==> config.mk <==
export PLATFORM = sky130hd
export DESIGN_NAME = serial_transmitter
export DESIGN_NICKNAME = d
export VERILOG_FILES = /design/src/rtl/serial_transmitter.sv
export SDC_FILE = /design/constraint.sdc
export NUM_CORES = 1
export LEC_CHECK = 0
export ABC_AREA = 1
export CORE_MARGIN = 2
export CORE_UTILIZATION = 40
export DETAILED_ROUTE_END_ITERATION = 16
export SLEW_MARGIN = 20
export SYNTH_ARGS = -nofsm -noshare
export SYNTH_HDL_FRONTEND = slang
export SYNTH_SLANG_ARGS = --single-unit
==> constraint.sdc <==
create_clock -name clock -period 1.94 [get_ports clock]
set_clock_uncertainty 0.2 [all_clocks]
set_input_delay 0.388 -clock clock [delete_from_list [all_inputs] [get_ports clock]]
set_output_delay 0.388 -clock clock [all_outputs]
set_load 0.005 [all_outputs]
==> src/rtl/serial_transmitter.sv <==
// UART-style 8N1 serial transmitter with a valid/ready byte interface and a fixed baud divider.
// Define SERIAL_TX_PARITY_EN to insert an even-parity bit between the data bits and the stop bit.
module serial_transmitter #(
    parameter int CLOCKS_PER_BIT = 5000
) (
    input  logic       clock,
    input  logic       reset,
    input  logic [7:0] tx_data,
    input  logic       tx_data_available,
    output logic       tx_ready,
    output logic       serial_tx
);

    localparam int CW = (CLOCKS_PER_BIT > 1) ? $clog2(CLOCKS_PER_BIT) : 1;
    localparam logic [CW-1:0] LAST = CW'(CLOCKS_PER_BIT - 1);

`ifdef SERIAL_TX_PARITY_EN
    typedef enum logic [2:0] {IDLE, START, DATA, PARITY, STOP} state_t;
`else
    typedef enum logic [2:0] {IDLE, START, DATA, STOP} state_t;
`endif

    state_t        state, state_n;
    logic [CW-1:0] cnt, cnt_n;
    logic [2:0]    bit_idx, bit_idx_n;
    logic [7:0]    shreg, shreg_n;
    logic          tx_n;
    logic          bit_end;
    logic          accept;

    assign bit_end  = (cnt == LAST);
    // Ready only in the final STOP cycle so a new frame can start with no idle gap.
    assign tx_ready = (state == IDLE) || ((state == STOP) && bit_end);
    assign accept   = tx_data_available && tx_ready;

    always_ff @(posedge clock) begin
        if (reset) begin
            state     <= IDLE;
            cnt       <= '0;
            bit_idx   <= '0;
            shreg     <= '0;
            serial_tx <= 1'b1;
        end else begin
            state     <= state_n;
            cnt       <= cnt_n;
            bit_idx   <= bit_idx_n;
            shreg     <= shreg_n;
            serial_tx <= tx_n;
        end
    end

    always_comb begin
        state_n   = state;
        cnt_n     = cnt;
        bit_idx_n = bit_idx;
        shreg_n   = shreg;
        tx_n      = serial_tx;
        if (state != IDLE) cnt_n = bit_end ? '0 : cnt + CW'(1);
        case (state)
            IDLE: begin
                if (accept) begin
                    shreg_n = tx_data;
                    cnt_n   = '0;
                    state_n = START;
                    tx_n    = 1'b0;
                end
            end
            START: begin
                if (bit_end) begin
                    state_n   = DATA;
                    bit_idx_n = 3'd0;
                    tx_n      = shreg[0];
                end
            end
            DATA: begin
                if (bit_end) begin
                    if (bit_idx == 3'd7) begin
`ifdef SERIAL_TX_PARITY_EN
                        state_n = PARITY;
                        tx_n    = ^shreg;
`else
                        state_n = STOP;
                        tx_n    = 1'b1;
`endif
                    end else begin
                        bit_idx_n = bit_idx + 3'd1;
                        tx_n      = shreg[bit_idx + 3'd1];
                    end
                end
            end
`ifdef SERIAL_TX_PARITY_EN
            PARITY: begin
                if (bit_end) begin
                    state_n = STOP;
                    tx_n    = 1'b1;
                end
            end
`endif
            STOP: begin
                if (bit_end) begin
                    if (accept) begin
                        shreg_n = tx_data;
                        state_n = START;
                        tx_n    = 1'b0;
                    end else begin
                        state_n = IDLE;
                        tx_n    = 1'b1;
                    end
                end
            end
            default: begin
                state_n = IDLE;
                cnt_n   = '0;
                tx_n    = 1'b1;
            end
        endcase
    end

endmodule

Yosys cells after proc, flatten, opt, wreduce, memory -nomap -nowiden. Index checks and enable logic that the tools add are counted.

Magnitude comparators: 1. Equal/unequal tests: 11. Mux-type cells: 27. Reductions and logical operators: 12. $add $sub $neg: 2.

Operators with widths (count): 13-bit 2-to-1 mux (3); 13-bit case mux with 2 select lines (1); 3-bit 2-to-1 mux (8); 8-bit 2-to-1 mux (2); 8-bit case mux with 2 select lines (1); 13-bit by 1-bit adder with 13-bit output (second input constant) (1); 13-bit == test (second input constant) (1); 2-bit != test (second input constant) (6); 3-bit case mux with 4 select lines (1); 1-bit 2-to-1 mux (8); 4-bit AND reduction (2); 3-bit by 2-bit == test with 1-bit output (second input constant) (2); 3-bit case mux with 2 select lines (1); 5-bit AND reduction (1); 3-bit by 4-bit less-than comparator with 1-bit output (second input constant) (1); 1-bit case mux with 4 select lines (1); 2-bit nonzero test (2); 3-bit by 1-bit adder with 3-bit output (second input constant) (1); 1-bit binary-select mux with 3-bit select (1); 3-bit by 1-bit == test with 1-bit output (second input constant) (1); 3-bit == test (second input constant) (1); 3-bit zero test (1); 3-bit nonzero test (1); 3-bit OR reduction (1); 3 further kinds (4).

Output and inout port bits: 2. Input port bits: 11. Bits in registers: 28. Logic and storage cells: 58.

Longest topological paths before layout. Gate-level depths: netlist of run 1.

Depth after elaboration: 7. Mapped depth: 12. Mapped depth without buffers: 11.

Worst setup path before layout of run 1. Ideal clock, no wire load.

Path type: register to register. From: register cnt[1]. To: register shreg[0]. Path slack: 0.278 ns. Setup time: 0.113 ns. Data arrival time: 1.349 ns. Data required time: 1.627 ns. Cell stages (with the launch flop): 12. Path buffers: 1. Period minus slack after synthesis: 1.662 ns. Path through: dfxtp_1 -> ha_1 -> nand2_2 -> inv_2 -> nand2_2 -> nor2_2 -> nand3_2 -> nand2_4 -> nand3_4 -> buf_6 -> nor2_1 -> nor2_1.

Word-level cells in the longest chain between the ends: 7. Elaborated cells on any way between the ends: 9. Those cells by class: 2 x eq/ne; 3 x mux; 4 x reduce/logical.

Ends and longest elaborated chain: from (decl) (RTL line 24) `logic [CW-1:0] cnt, cnt_n;`; from (signal assigned) (RTL line 45) `cnt <= cnt_n;`; 13-bit == test * (RTL line 31) `assign bit_end = (cnt == LAST);`; 1-bit logical AND * (RTL line 33) `assign tx_ready = (state == IDLE) || ((state == STOP) && bit_end);`; 1-bit logical OR * (RTL line 33); via tx_ready (RTL line 10) `output logic tx_ready,`; 1-bit logical AND * (RTL line 34) `assign accept = tx_data_available && tx_ready;`; 8-bit 2-to-1 mux *; 8-bit 2-to-1 mux; 8-bit case mux with 2 select lines *; to (signal assigned) (RTL line 47) `shreg <= shreg_n;`; to (decl) (RTL line 26) `logic [7:0] shreg, shreg_n;`.

Mark *: on every way through the listed nets, which the timed path passes. The rest lies on a longest branch. The select of a mux whose other input is x is not followed. A chain may end at the register's enable or synchronous reset.

Final worst setup path of run 1.
From: register cnt[0]. To: output port tx_ready.

Word-level cells in the longest chain between the ends: 3.

Ends and longest elaborated chain (RTL line): 13-bit == test (31); 1-bit logical AND (33); 1-bit logical OR (33); to (decl) (10).

Every way passes these cells.

==> results.json, run 1 <==
{
  "status": "complete, no violations",
  "cp_common_cell": "nand2_4",
  "gp_congestion": 0.816,
  "hp-class": "reg -> reg",
  "final_cell_mix": "nand2_1 (61), inv_1 (34), nor2_1 (31), buf_4 (31), dfxtp_1 (25)",
  "path_class": "reg -> out",
  "final_cell_area_sq_um": 2040,
  "ys_types": 29,
  "pre_cts_slack_ps": -122,
  "clock_path_buffers": 2,
  "syn2layout_area_growth_pct": 28.4,
  "worst_slack_ps": 56.2,
  "grt_pass1_vias": 1404,
  "peakVddDrop_v": 0.000720,
  "first_pass_iters": 4,
  "finalHoldViolCount": 0,
  "yosysWarnings": 0,
  "io_pins": 13,
  "crit_path_start_kind": "register",
  "drv_slew": 0,
  "worstPathRequired_ps": 1350,
  "clock-sinks": 27,
  "track_usage_pct": 17.4,
  "die-area_sq_um": 4500,
  "yosysTopAreaCellShare_pct": 34.0,
  "h-tree-depth": 1,
  "fin_crit_ps": 1880,
  "cp_slowest_cell": "dfxtp_2",
  "core_area_sq_um": 3740,
  "drive_gt1_share_pct": 18.9,
  "drcViolationCount": 0,
  "total_power_mw": 2.02,
  "syn-mean-instance-area_sq_um": 6.55,
  "final_nets": 304,
  "synth.area.top_cells": "dfxtp_1 (34%), nand2_1 (14%), inv_1 (8.0%), nor2_1 (7.3%), nand3_1 (6.3%)",
  "dp_hpwl_um": 2850,
  "relSlewSlack_pct": 77.6,
  "rsz0062_at_grt": "yes",
  "setup_violations": 0,
  "multi_input_area_sq_um": 897,
  "nFillCells": 403,
  "vias": 1587,
  "grt-ovfl-total": 0,
  "fp.dieW_um": 67.1,
  "synth-seq-cells": 27,
  "cellPowerDensity_nw_per_um2": 989,
  "ys_seq_area_share_pct": 34.0,
  "maxCapViolations": 0,
  "worstMarginPinSlew_ps": 333,
  "initial_core_util_pct": 42.5,
  "slowest_delay_ps": 360,
  "io_buffers": 12,
  "mostFrequentLayoutCell": "nand2_1",
  "grt_antenna_before_repair": 0,
  "via_per_inst": 4.77,
  "ff2ff_setup_slack_ps": 160,
  "endpoint_kind": "output port",
  "path_cells": "ha_4, nand2_4, inv_2, nand2_2, nor2_4, nand3_2, nand2_4, buf_6",
  "diodes": 0,
  "cts_root_buffer": "clkbuf_8",
  "regArea_sq_um": 543,
  "clk_latency_ps": 270,
  "row_count": 22,
  "worst-path-max-fanout": 2,
  "tritoncts": "built",
  "fmax_mhz": 531,
  "cts_buffers": 3,
  "ant_nets": 0,
  "arrival_ps": 1300,
  "yosys.area.top_type": "dfxtp_1",
  "final_util_pct": 54.6,
  "grt_first_pass_wirelength_um": 5950,
  "wl_per_cell_um": 10.8,
  "syn_nets": 261,
  "clkTransAtPathRegs_ps": 90,
  "syn_area_sq_um": 1590,
  "fin_crit_sh_pct": 97.1,
  "drt-initial-drc-count": 79,
  "drt-total-wl_um": 3610,
  "leakagePower_nw": 0.933,
  "die_height_um": 67.1,
  "place_area_sq_um": 1940,
  "netlist_instances": 243,
  "grt_max_degree": 17
}
-- final timing paths --
path                            startpoint         end  cells after the start
worst max-delay path                cnt[0]    tx_ready                      8
worst min-delay path            bit_idx[2]  bit_idx[2]                      2
worst max register to register      cnt[0]      cnt[9]                     10
worst min register to register  bit_idx[2]  bit_idx[2]                      2
-- flip-flops by register name (all words and copies together) (netlist names) --
register   count
cnt           13
serial_tx      1
state          2
bit_idx        3
shreg          8
-- cell families (layout without fill, tap and decap cells) --
family | after synthesis | count (layout) | synth area share, %
xor gates and xnor gates | 3 | 3 | 1.65
AOI/OAI and AO/OA | 31 | 31 | 10.5
buffers and inverters | 43 | 85 | 11.3
DFF | 27 | 27 | 34.0
and+or+nand+nor | 132 | 132 | 37.1
adders and majority gates | 7 | 7 | 5.50
-- cell usage after synthesis --
master     n
nand3_4    1
nand3_1   20
nand3b_1   2
nand3_2    1
dfxtp_1   27
buf_4      1
nor2_2     2
xor2_1     2
and3_1     1
nand4_1    4
ha_1       7
or2_2      1
o211ai_1   3
o21ai_1    2
a21oi_1   16
nand2_2    4
a211oi_1   1
o22ai_1    1
nor4_1     1
nand2_4    1
inv_2      4
o21ai_0    8
xnor2_1    1
clkbuf_1   2
nand2_1   61
nor3_1     2
nor2_1    31
buf_6      2
inv_1     34
-- area by class of cell --
type,count,share of cell area [%]
sequential,27,26.6
tap,48,2.94
clock buffer,3,2.02
inverter,38,6.98
clock inverter,1,0.245
timing repair buffer,43,17.3
multi-input combinational,173,43.9
-- report_power, final --
part	switching, mW	internal, mW
sequential	0.0584	0.653
combinational	0.563	0.431
clock	0.172	0.144
-- per-stage QoR --
stage          std cells  hold WS [ps]  TNS [ps]
4_1_cts              331           259         0
3_3_place_gp         326           240     -74.7
6_report             333           253         0
5_1_grt              333           280     -16.7
3_5_place_dp         326           243      -122
2_1_floorplan        243           227         0
-- worst max-delay path, delay by kind of cell, from the launching register on --
family	cells	cell delay, ps
and+or+nand+nor	5	370
DFF	1	360
buffers and inverters	2	150
adders and majority gates	1	150
-- per-layer routing --
metal,share of wire (%),routed length (um),track usage [%],vias up
met3,3.1,111,4.05,2
met1,46,1680,21.7,716
met2,50,1810,30.2,21
met5,0,0,0,-
li1,-,-,-,848
met4,0.47,17,3.83,0
-- timing repair --
| item | CTS | global route |
|---|---|---|
| pin swaps | 4 | 3 |
| gates resized for setup | 9 | 3 |
| hold endpoints to repair | 0 | 0 |
| buffers inserted | 1 | 2 |
| hold buffers | 0 | 0 |
| endpoints found under the setup margin | 1 | 3 |
(Power assumes the default switching activity.)
==> run 2: changes to the inputs <==
--- a/config.mk
+++ b/config.mk
@@ -6,6 +6,7 @@
 export NUM_CORES = 1
 export LEC_CHECK = 0
 export ABC_AREA = 1
+export CAP_MARGIN = 20
 export CORE_MARGIN = 2
 export CORE_UTILIZATION = 40
 export DETAILED_ROUTE_END_ITERATION = 16
==> results of run 2 <==
Final layout, timing and power as in run 1 (identical DEF).
==> run 3: changes to the inputs <==
--- a/config.mk
+++ b/config.mk
@@ -6,10 +6,13 @@
 export NUM_CORES = 1
 export LEC_CHECK = 0
 export ABC_AREA = 1
+export ABC_CLOCK_PERIOD_IN_PS = 1940
 export CAP_MARGIN = 20
 export CORE_MARGIN = 2
 export CORE_UTILIZATION = 40
 export DETAILED_ROUTE_END_ITERATION = 16
+export DONT_BUFFER_PORTS = 1
+export SKIP_LAST_GASP = 1
 export SLEW_MARGIN = 20
 export SYNTH_ARGS = -nofsm -noshare
 export SYNTH_HDL_FRONTEND = slang
==> results.json, run 3 (same netlist as run 1, synthesis figures left out) <==
{
  "gp_congestion": 0.778,
  "drv_slew": 0,
  "io_pins": 13,
  "die_height_um": 67.1,
  "first_pass_iters": 4,
  "worstPathRequired_ps": 1350,
  "fin_crit_ps": 1880,
  "peakVddDrop_v": 0.000654,
  "crit_path_start_kind": "register",
  "finalHoldViolCount": 0,
  "hp-class": "in -> reg",
  "initial_core_util_pct": 42.5,
  "vias": 1496,
  "endpoint_kind": "output port",
  "core_area_sq_um": 3740,
  "path_class": "reg -> out",
  "diodes": 0,
  "h-tree-depth": 1,
  "final_cell_mix": "nand2_1 (60), inv_1 (34), nor2_1 (31)",
  "status": "complete, no violations",
  "worstMarginPinSlew_ps": 455,
  "top_regs": "cnt (13), shreg (8), bit_idx (3)",
  "grt-ovfl-total": 0,
  "row_count": 22,
  "drcViolationCount": 0,
  "cts_root_buffer": "clkbuf_8",
  "maxCapViolations": 0,
  "dp_hpwl_um": 2560,
  "relSlewSlack_pct": 69.6,
  "cellPowerDensity_nw_per_um2": 1060,
  "die-area_sq_um": 4500,
  "ant_nets": 0,
  "leakagePower_nw": 0.802,
  "fin_crit_sh_pct": 96.9,
  "via_per_inst": 4.90,
  "final_util_pct": 48.2,
  "grt_max_degree": 17,
  "largest_reg_flops": 13,
  "worst-path-max-fanout": 3,
  "track_usage_pct": 17.4,
  "grt_pass1_vias": 1402,
  "cts_buffers": 3,
  "fmax_mhz": 532,
  "syn2layout_area_growth_pct": 13.4,
  "io_buffers": 0,
  "grt_antenna_before_repair": 0,
  "grt_first_pass_wirelength_um": 5900,
  "tritoncts": "built",
  "regArea_sq_um": 544,
  "setup_violations": 0,
  "largest_register": "cnt",
  "arrival_ps": 1290,
  "clkTransAtPathRegs_ps": 100,
  "clk_latency_ps": 280,
  "mostFrequentLayoutCell": "nand2_1",
  "final_nets": 276,
  "clock-sinks": 27,
  "drt-initial-drc-count": 76,
  "pre_cts_slack_ps": 99.4,
  "wl_per_cell_um": 11.4,
  "clock_path_buffers": 2,
  "nFillCells": 401,
  "drt-total-wl_um": 3480,
  "drive_gt1_share_pct": 14.4,
  "multi_input_area_sq_um": 896,
  "fp.dieW_um": 67.1,
  "worst_slack_ps": 60.5
}
-- run 3: changes by cell type in the layout (fill, tap and decap cells not counted), sizes merged --
cell / previous run / this run
buf: 32 / 14
dlygate4sd3: 0 / 1
clkdlybuf4s50: 11 / 0
-- run 3: area by class of cell --
| cell class | count | area share [%] |
|---|---|---|
| clock buffers | 3 | 2.29 |
| multi-input cells | 173 | 49.7 |
| repair buffers | 15 | 6.38 |
| clock inverters | 1 | 0.277 |
| well taps | 48 | 3.33 |
| flip-flops and latches | 27 | 30.2 |
| inverters | 38 | 7.91 |
-- run 3: where the power goes --
part           switching, mW  internal, mW  leakage, nW
Sequential            0.0593         0.653        0.222
Combinational          0.533         0.335        0.555
Clock                  0.191         0.144       0.0255
-- run 3: worst max-delay path: stages, from the launching register on --
cell	delay, ps
dfxtp_2	360
ha_4	150
nand2_4	50
inv_2	60
nand2_2	50
nor2_4	120
nand3_2	90
nand2_4	110
-- run 3: path summary, 6_finish.rpt --
| path | startpoint | to | slack (ps) | cells after the start |
|---|---|---|---|---|
| setup / recovery | cnt[1] | tx_ready | 60 | 7 |
| hold / removal | tx_data[6] | shreg[6] | 40 | 2 |
| setup reg to reg | cnt[11] | cnt[9] | 230 | 9 |
| hold reg to reg | bit_idx[1] | bit_idx[1] | 260 | 2 |
-- run 3: routing by layer --
layer	up-vias	share of wire, %	GRT usage [%]	wire (um)
met5	-	0	0	0
met4	0	0.60	3.06	21
met3	2	3.1	4.05	109
met2	24	49	32.4	1700
met1	670	47	20.1	1640
li1	800	-	-	-
-- run 3: per-stage QoR --
step	hold WS [ps]	setup TNS [ps]	cell area, sq um	power [mW]	instances
3_5_place_dp	246	0	1690	1.56	296
4_1_cts	32.8	0	1770	1.93	303
2_1_floorplan	227	0	1590	1.33	243
3_3_place_gp	245	0	1690	1.55	296
5_1_grt	49.5	-3.66	1800	2.09	305
6_report	36.5	0	1800	1.92	305
-- run 3: timing repair --
| item | CTS | global route |
|---|---|---|
| gates resized for setup | 4 | 4 |
| buffers inserted | 2 | 2 |
| setup endpoints to repair | 1 | 1 |
| pin swaps | 0 | 4 |
| hold buffers | 1 | 0 |
| gates cloned | 0 | 0 |
| hold endpoints to repair | 9 | 0 |
